===== config.mk =====
export PLATFORM = sky130hd
export DESIGN_NAME = cacheline_mem_arbiter_flat
export DESIGN_NICKNAME = d
export VERILOG_FILES = /design/src/rtl/cacheline_mem_arbiter_if.sv /design/src/rtl/cacheline_mem_arbiter.sv /design/src/flat_wrapper.sv
export SDC_FILE = /design/constraint.sdc
export NUM_CORES = 1
export LEC_CHECK = 0
export BUFFER_PORTS_ARGS = -buffer_cell sky130_fd_sc_hd__buf_2
export CAP_MARGIN = 20
export CORE_AREA = 2 2 539 541
export DETAILED_ROUTE_END_ITERATION = 12
export DIE_AREA = 0 0 541 543
export SYNTH_ARGS = -nofsm -noshare
export SYNTH_HDL_FRONTEND = slang
export SYNTH_SLANG_ARGS = --single-unit

===== constraint.sdc =====
create_clock -name clk -period 25.6 [get_ports clk]
set_clock_uncertainty 0.05 [all_clocks]
set_input_delay 1.28 -clock clk [delete_from_list [all_inputs] [get_ports clk]]
set_output_delay 1.28 -clock clk [all_outputs]
set_load 0.005 [all_outputs]

===== src/rtl/cacheline_mem_arbiter_if.sv =====
// Bundle of icache, dcache and physical-memory signals seen by the arbiter,
// plus debug taps exposing the arbiter FSM state and starvation streak.
interface cacheline_mem_arbiter_if #(
  parameter int ADDR_W       = 32,
  parameter int LINE_W       = 256,
  parameter int MAX_D_STREAK = 4
);
  localparam int STREAK_W = $clog2(MAX_D_STREAK + 1);

  // Handshake: i_read / d_read / d_write are level requests held until the
  // matching one-cycle *_resp pulse; pmem_read / pmem_write are held stable
  // until the one-cycle pmem_resp pulse, which also qualifies pmem_rdata.
  logic              i_read;
  logic [ADDR_W-1:0] i_address;
  logic [LINE_W-1:0] i_rdata;
  logic              i_resp;

  logic              d_read;
  logic              d_write;
  logic [ADDR_W-1:0] d_address;
  logic [LINE_W-1:0] d_wdata;
  logic [LINE_W-1:0] d_rdata;
  logic              d_resp;

  logic              pmem_read;
  logic              pmem_write;
  logic [ADDR_W-1:0] pmem_address;
  logic [LINE_W-1:0] pmem_wdata;
  logic [LINE_W-1:0] pmem_rdata;
  logic              pmem_resp;

  logic                grant_i;
  logic                grant_d;
  logic [1:0]          dbg_state;
  logic [STREAK_W-1:0] dbg_streak;

  modport slave (
    input  i_read, i_address, d_read, d_write, d_address, d_wdata,
           pmem_rdata, pmem_resp,
    output i_rdata, i_resp, d_rdata, d_resp,
           pmem_read, pmem_write, pmem_address, pmem_wdata,
           grant_i, grant_d, dbg_state, dbg_streak
  );

  modport master (
    output i_read, i_address, d_read, d_write, d_address, d_wdata,
           pmem_rdata, pmem_resp,
    input  i_rdata, i_resp, d_rdata, d_resp,
           pmem_read, pmem_write, pmem_address, pmem_wdata,
           grant_i, grant_d, dbg_state, dbg_streak
  );
endinterface


===== src/rtl/cacheline_mem_arbiter.sv =====
// Shares one cacheline memory port between icache and dcache: data wins ties,
// but an instruction read waits behind at most MAX_D_STREAK data grants.
module cacheline_mem_arbiter #(
  parameter int ADDR_W       = 32,
  parameter int LINE_W       = 256,
  parameter int MAX_D_STREAK = 4
) (
  input  logic                    clk,
  input  logic                    rst,
  cacheline_mem_arbiter_if.slave  bus
);
  localparam int SW = $clog2(MAX_D_STREAK + 1);
  localparam logic [SW-1:0] STREAK_MAX = SW'(MAX_D_STREAK);

  typedef enum logic [1:0] {
    IDLE    = 2'd0,
    SERVE_I = 2'd1,
    SERVE_D = 2'd2
  } state_e;

  state_e            state_q;
  logic [SW-1:0]     streak_q;
  logic              rd_q;
  logic              wr_q;
  logic [ADDR_W-1:0] addr_q;
  logic [LINE_W-1:0] wdata_q;

  logic d_req;
  logic d_wins;

  assign d_req  = bus.d_read | bus.d_write;
  // Data wins unless an instruction read is waiting and the streak is used up.
  assign d_wins = d_req & (~bus.i_read | (streak_q < STREAK_MAX));

  always_ff @(posedge clk or posedge rst) begin
    if (rst) begin
      state_q  <= IDLE;
      streak_q <= '0;
      rd_q     <= 1'b0;
      wr_q     <= 1'b0;
      addr_q   <= '0;
      wdata_q  <= '0;
    end else begin
      case (state_q)
        IDLE: begin
          if (d_wins) begin
            state_q  <= SERVE_D;
            streak_q <= bus.i_read ? streak_q + SW'(1) : '0;
            // A write-back beats a read if both are (illegally) raised.
            wr_q     <= bus.d_write;
            rd_q     <= ~bus.d_write;
            addr_q   <= bus.d_address;
            wdata_q  <= bus.d_wdata;
          end else if (bus.i_read) begin
            state_q  <= SERVE_I;
            streak_q <= '0;
            rd_q     <= 1'b1;
            wr_q     <= 1'b0;
            addr_q   <= bus.i_address;
            wdata_q  <= '0;
          end
        end
        SERVE_I, SERVE_D: begin
          if (bus.pmem_resp) begin
            state_q <= IDLE;
            rd_q    <= 1'b0;
            wr_q    <= 1'b0;
          end
        end
        default: begin
          state_q <= IDLE;
          rd_q    <= 1'b0;
          wr_q    <= 1'b0;
        end
      endcase
    end
  end

  assign bus.pmem_read    = rd_q;
  assign bus.pmem_write   = wr_q;
  assign bus.pmem_address = addr_q;
  assign bus.pmem_wdata   = wdata_q;

  assign bus.grant_i    = (state_q == SERVE_I);
  assign bus.grant_d    = (state_q == SERVE_D);
  assign bus.dbg_state  = state_q;
  assign bus.dbg_streak = streak_q;

  // Completion is forwarded in the same cycle; data is valid only with resp.
  assign bus.i_resp  = bus.grant_i & bus.pmem_resp;
  assign bus.d_resp  = bus.grant_d & bus.pmem_resp;
  assign bus.i_rdata = bus.pmem_rdata;
  assign bus.d_rdata = bus.pmem_rdata;
endmodule


===== src/flat_wrapper.sv =====
// flat-port wrapper written by rule: the top's interface ports become plain ports
module cacheline_mem_arbiter_flat 
#(
  parameter int ADDR_W       = 32,
  parameter int LINE_W       = 256,
  parameter int MAX_D_STREAK = 4
)
  (clk, rst, bus_i_read, bus_i_address, bus_d_read, bus_d_write, bus_d_address, bus_d_wdata, bus_pmem_rdata, bus_pmem_resp, bus_i_rdata, bus_i_resp, bus_d_rdata, bus_d_resp, bus_pmem_read, bus_pmem_write, bus_pmem_address, bus_pmem_wdata, bus_grant_i, bus_grant_d, bus_dbg_state, bus_dbg_streak);
  cacheline_mem_arbiter_if #(.ADDR_W(ADDR_W), .LINE_W(LINE_W), .MAX_D_STREAK(MAX_D_STREAK)) bus_i ();
  input  logic clk;
  input  logic rst;
  input wire logic [$bits(bus_i.i_read)-1:0] bus_i_read;
  input wire logic [$bits(bus_i.i_address)-1:0] bus_i_address;
  input wire logic [$bits(bus_i.d_read)-1:0] bus_d_read;
  input wire logic [$bits(bus_i.d_write)-1:0] bus_d_write;
  input wire logic [$bits(bus_i.d_address)-1:0] bus_d_address;
  input wire logic [$bits(bus_i.d_wdata)-1:0] bus_d_wdata;
  input wire logic [$bits(bus_i.pmem_rdata)-1:0] bus_pmem_rdata;
  input wire logic [$bits(bus_i.pmem_resp)-1:0] bus_pmem_resp;
  output wire logic [$bits(bus_i.i_rdata)-1:0] bus_i_rdata;
  output wire logic [$bits(bus_i.i_resp)-1:0] bus_i_resp;
  output wire logic [$bits(bus_i.d_rdata)-1:0] bus_d_rdata;
  output wire logic [$bits(bus_i.d_resp)-1:0] bus_d_resp;
  output wire logic [$bits(bus_i.pmem_read)-1:0] bus_pmem_read;
  output wire logic [$bits(bus_i.pmem_write)-1:0] bus_pmem_write;
  output wire logic [$bits(bus_i.pmem_address)-1:0] bus_pmem_address;
  output wire logic [$bits(bus_i.pmem_wdata)-1:0] bus_pmem_wdata;
  output wire logic [$bits(bus_i.grant_i)-1:0] bus_grant_i;
  output wire logic [$bits(bus_i.grant_d)-1:0] bus_grant_d;
  output wire logic [$bits(bus_i.dbg_state)-1:0] bus_dbg_state;
  output wire logic [$bits(bus_i.dbg_streak)-1:0] bus_dbg_streak;
  assign bus_i.i_read = bus_i_read;
  assign bus_i.i_address = bus_i_address;
  assign bus_i.d_read = bus_d_read;
  assign bus_i.d_write = bus_d_write;
  assign bus_i.d_address = bus_d_address;
  assign bus_i.d_wdata = bus_d_wdata;
  assign bus_i.pmem_rdata = bus_pmem_rdata;
  assign bus_i.pmem_resp = bus_pmem_resp;
  assign bus_i_rdata = bus_i.i_rdata;
  assign bus_i_resp = bus_i.i_resp;
  assign bus_d_rdata = bus_i.d_rdata;
  assign bus_d_resp = bus_i.d_resp;
  assign bus_pmem_read = bus_i.pmem_read;
  assign bus_pmem_write = bus_i.pmem_write;
  assign bus_pmem_address = bus_i.pmem_address;
  assign bus_pmem_wdata = bus_i.pmem_wdata;
  assign bus_grant_i = bus_i.grant_i;
  assign bus_grant_d = bus_i.grant_d;
  assign bus_dbg_state = bus_i.dbg_state;
  assign bus_dbg_streak = bus_i.dbg_streak;
  cacheline_mem_arbiter #(.ADDR_W(ADDR_W), .LINE_W(LINE_W), .MAX_D_STREAK(MAX_D_STREAK)) u_core (.clk(clk), .rst(rst), .bus(bus_i));
endmodule

# Word-level counts from Yosys, hierarchy flattened
# Index checks and enable logic that the tools add are counted.
totals:
  register_bits: 295
  out_inout_bits: 811
  word_cells: 42
classes:
  addsub: 1
  order_cmp: 1
  eq_ne: 4
  n_mux: 18
  n_bitwise: 7
  n_reduce_logical: 5
op_table:
  columns: ["op", "n"]
  rows:
  - ["256-bit two-way mux", 2]
  - ["32-bit two-way mux", 2]
  - ["3-bit two-way mux", 3]
  - ["2-bit two-way mux", 3]
  - ["1-bit two-way mux", 5]
  - ["1-bit one-hot mux with 2 select lines", 2]
  - ["2-bit one-hot mux with 2 select lines", 1]
  - ["2-bit AND reduction", 2]
  - ["3-bit by 1-bit adder with 3-bit output (second input constant)", 1]
  - ["1-bit bitwise AND", 3]
  - ["3-bit < comparator (second input constant)", 1]
  - ["3-bit by 2-bit inequality test with 1-bit output (second input constant)", 1]
  - ["2-bit by 1-bit equality test with 1-bit output (second input constant)", 1]
  - ["2-bit equality test (second input constant)", 1]
  - ["2-bit zero test", 1]
  - ["2-bit inequality test (second input constant)", 1]
  - ["1-bit inverter", 2]
  - ["1-bit OR", 2]
  - ["2-bit nonzero test", 1]
  - ["2-bit OR reduction", 1]

# Longest topological paths before layout
logic_depth:
  word_depth: 5
  ltp_mapped: 7
  ltp_nobuf: 5

# Worst setup path after synthesis
# No wires, ideal clock.
synth_path:
  path_type: "in2out"
  from: "input bus_pmem_resp"
  to: "output bus_d_resp"
  t_arrival_ps: 1405
  t_required_ps: 24270
  setup_slack_ps: 22865
  stages: 1
  path_buffers: 0
  path_cell_list: "and2_1"
synth_via:
  elab_chain_cells: 1
synth_lines:
  columns: ["element", "line_no", "text"]
  rows:
  - ["start: declaration", "flat_wrapper.sv:19", "input wire logic [$bits(bus_i.pmem_resp)-1:0] bus_pmem_resp;"]
  - ["1-bit bitwise AND", "cacheline_mem_arbiter.sv:91", "assign bus.d_resp = bus.grant_d & bus.pmem_resp;"]
  - ["end: declaration", "flat_wrapper.sv:23", "output wire logic [$bits(bus_i.d_resp)-1:0] bus_d_resp;"]
# No other way between the ends.

# Worst setup path in the final report
layout_path:
  from: "input bus_d_write"
  to: "register u_core.wdata_q[248], in the netlist u_core.bus.pmem_wdata[248]"
layout_via:
  elab_chain_cells: 4
layout_lines:
  columns: ["element", "line_no", "text"]
  rows:
  - ["start: declaration", "flat_wrapper.sv:15", "input wire logic [$bits(bus_i.d_write)-1:0] bus_d_write;"]
  - ["1-bit OR *", "cacheline_mem_arbiter.sv:31", "assign d_req = bus.d_read | bus.d_write;"]
  - ["1-bit bitwise AND *", "cacheline_mem_arbiter.sv:33", "assign d_wins = d_req & (~bus.i_read | (streak_q < STREAK_MAX));"]
  - ["2-bit nonzero test (no source line)", null, null]
  - ["2-bit AND reduction (no source line)", null, null]
  - ["end signal: assignment", "cacheline_mem_arbiter.sv:53", "wdata_q <= bus.d_wdata;"]
  - ["end: declaration", "cacheline_mem_arbiter.sv:26", "logic [LINE_W-1:0] wdata_q;"]
# Every way passes the cells marked *; elsewhere a longest branch is shown, timed or not.
# A chain may end at the register's enable or synchronous reset.

==> summary.txt <==
DR WL/cell: 28.0 µm
Terminus of the critical flop-to-flop path: u_core.bus.pmem_wdata[248]
Cts bufs inserted: 43
DRT Pass-1 Iters: 5
Reg power frac: 32.3%
CTS Root Cell: clkbuf_16
DP Area: 18,400 µm²
Worst setup EP type: register
Post-Syn Area: 14,600 µm²
Initial Util: 5.09%
IO Count: 1,393
HP Class: reg2reg
Initial antenna violation count: 129
Top cell type's share of synthesized area: 50.5%
Pleak: 8.43 nW
Switching Power: 0.00120 W
RSZ-0062 raised after global routing: false
DIE AREA: 294,000 µm²
DR iter-0 viols: 1,059
Critical Path RT: 26.12 ns
Max-Slew Margin vs Limit: 32.2%
# rows: 197
Worst Hold Launch: u_core.bus.pmem_address[16]
Gates resized, CTS repair: 0
Top cell type by total area after synthesis: dfrtp_1
Fin crit share: 15.8%
Clock-pin slew on the worst setup and hold paths: 0.06 ns
R2R cell count: 8
Comb power frac: 43.6%
Placed cells: 5,091
Synth-to-layout area growth: 36.7%
Slew Limit Fails: 0
Vias in the first global route: 11,100
Hold buffer count at CTS: 0
Maximum VDD drop: 52.5 µV
Port Buf Inserts: 624
Detailed Place HPWL: 128 mm
Most frequent cells in the layout: buf_2, dfrtp_1, a22o_1
Final #Nets: 1,942
Post-layout min period: 4.06 ns
Reg-to-reg startpoint: u_core.bus.dbg_state[0]
Final setup viols: 0
Post-route cell area: 20,000 µm²
Fmax: 246 MHz
Top post-synthesis cells by area: dfrtp_1, buf_4, a22o_1
Final hold vios: 0
First-pass GRT wire length: 170 mm
Largest net degree at the start of global routing: 141
Via density: 2.14
Syn nets: 1,840
Max clock buf depth: 3
Seq cells post-synth: 295
GRT overflow: 0
Sequential share of the synthesized area: 50.5%
Crit start category: input pin
DRC: 0
Clock power share: 24.1%
Commonest non-fill, non-tap cell in the layout: buf_2
R2R Setup Slk: 21.60 ns
Hold depth: 2
TritonCTS clock tree: done
Int Pwr: 0.00143 W
Worst-Margin Slew: 1.02 ns
Power per cell area: 131 nW/µm²
Synth Instances: 1,254
# clock sinks: 295
Status: finished clean
Post-DRT Antenna Nets: 0
Post-synthesis cell type count: 21
Setup Fix Bufs, Post-CTS: 0
Vias after detailed routing: 11,100
CP Max Fanout: 69
Share of cells above drive strength 1: 51.4%
CP Class: in2reg
Post-route insts no fill: 5,200
Clock Latency Late Sink: 0.65 ns
Critical path arrival: 4.58 ns
WHS Endpoint: u_core.bus.pmem_address[16]
Die width: 541 µm
CTS HTree Levels: 2
Chip height: 543 µm
Final wirelength: 146 mm
Syn avg cell area: 11.7 µm²
Switching share of power: 45.6%
Gr usage total: 9.49%
Final GP Congestion: 0.914
TNS Setup: 0 ns
Yosys warns: 0
Max-Cap Viols: 0
Core footprint: 287,000 µm²
-- layout make-up --
type	count	area [µm²]
inverter	3	18.8
clock buffer	57	1220
sequential	295	7380
timing repair buffer	636	3250
multi-input combinational	377	3080
clock inverter	23	240
fill	33600	267000
antenna	28	70.1
tap	3781	4730
-- state kept, by name, indices dropped and copies added, names as in the netlist --
name / flops
u_core.bus.dbg_state: 2
u_core.bus.dbg_streak: 3
u_core.bus.pmem_address: 32
u_core.bus.pmem_read: 1
u_core.bus.pmem_wdata: 256
u_core.bus.pmem_write: 1
-- worst max-delay path by stage --
stage / start / to / slack [ns] / cells past startpoint
3_3_place_gp: bus_d_write / u_core.bus.pmem_wdata[43] / 21.08 / 7
4_1_cts: u_core.bus.dbg_state[0] / u_core.bus.pmem_wdata[28] / 21.64 / 8
3_5_place_dp: bus_d_write / u_core.bus.pmem_wdata[35] / 20.97 / 7
5_1_grt: u_core.bus.dbg_state[0] / u_core.bus.pmem_wdata[33] / 21.43 / 8
2_1_floorplan: rst / u_core.bus.dbg_state[0] / 16.12 / 1
6_report: bus_d_write / u_core.bus.pmem_wdata[248] / 21.54 / 7
-- critical path: stages --
cell	delay, ns
buf_2	0.18
o21ai_0	0.22
a21oi_4	0.17
buf_4	0.67
buf_4	0.79
buf_4	0.77
a22o_1	0.25
-- power by group through the flow --
stage	clock network [W]	logic [W]	registers, W
2_1_floorplan	0	0.000450	0.000827
3_3_place_gp	0	0.00117	0.000842
3_5_place_dp	0	0.00118	0.000846
4_1_cts	0.000665	0.00119	0.000846
5_1_grt	0.000679	0.00127	0.000868
6_report	0.000632	0.00114	0.000848
-- synthesized netlist by cell type, drive strengths merged --
cell type / count
a21o: 2
a21oi: 1
a22o: 259
a32o: 2
and2: 2
buf: 570
clkbuf: 9
dfrtp: 295
ha: 4
inv: 3
mux2: 1
mux2i: 32
nand2: 34
nor2: 1
nor2b: 1
nor3: 2
nor3b: 1
o21ai: 33
o2bb2ai: 1
o31ai: 1
-- kinds of logic after synthesis --
group                      count (synthesis)  share of synthesized area [%]
DFF                                      295                           50.5
AOI/OAI and AO/OA                        299                           17.2
buffers and inverters                    582                           28.6
adders and majority gates                  4                          0.342
muxes                                     33                           2.27
and+or+nand+nor                           41                           1.15
-- per-stage QoR --
stage | hold slack, ns | setup WS [ns] | utilization (%) | power [W]
after floorplan | 0.423 | 16.12 | - | 0.00128
after global placement | 0.411 | 21.08 | 6.42 | 0.00201
after detailed placement | 0.422 | 20.97 | 6.42 | 0.00203
after CTS | 0.438 | 21.64 | 6.93 | 0.00270
after global routing | 0.451 | 21.43 | 6.95 | 0.00282
final | 0.432 | 21.54 | 6.96 | 0.00262
-- metal layers --
layer	routed length [µm]	share of wire, %	vias to the layer above	global-route usage [%]
met4	11900	8.2	8	6.97
met1	35400	24	5190	6.76
met2	62400	43	1201	14.1
li1	-	-	4090	-
met5	140	0.096	-	0.230
met3	35600	24	625	10.6
(Power assumes the default switching activity.)
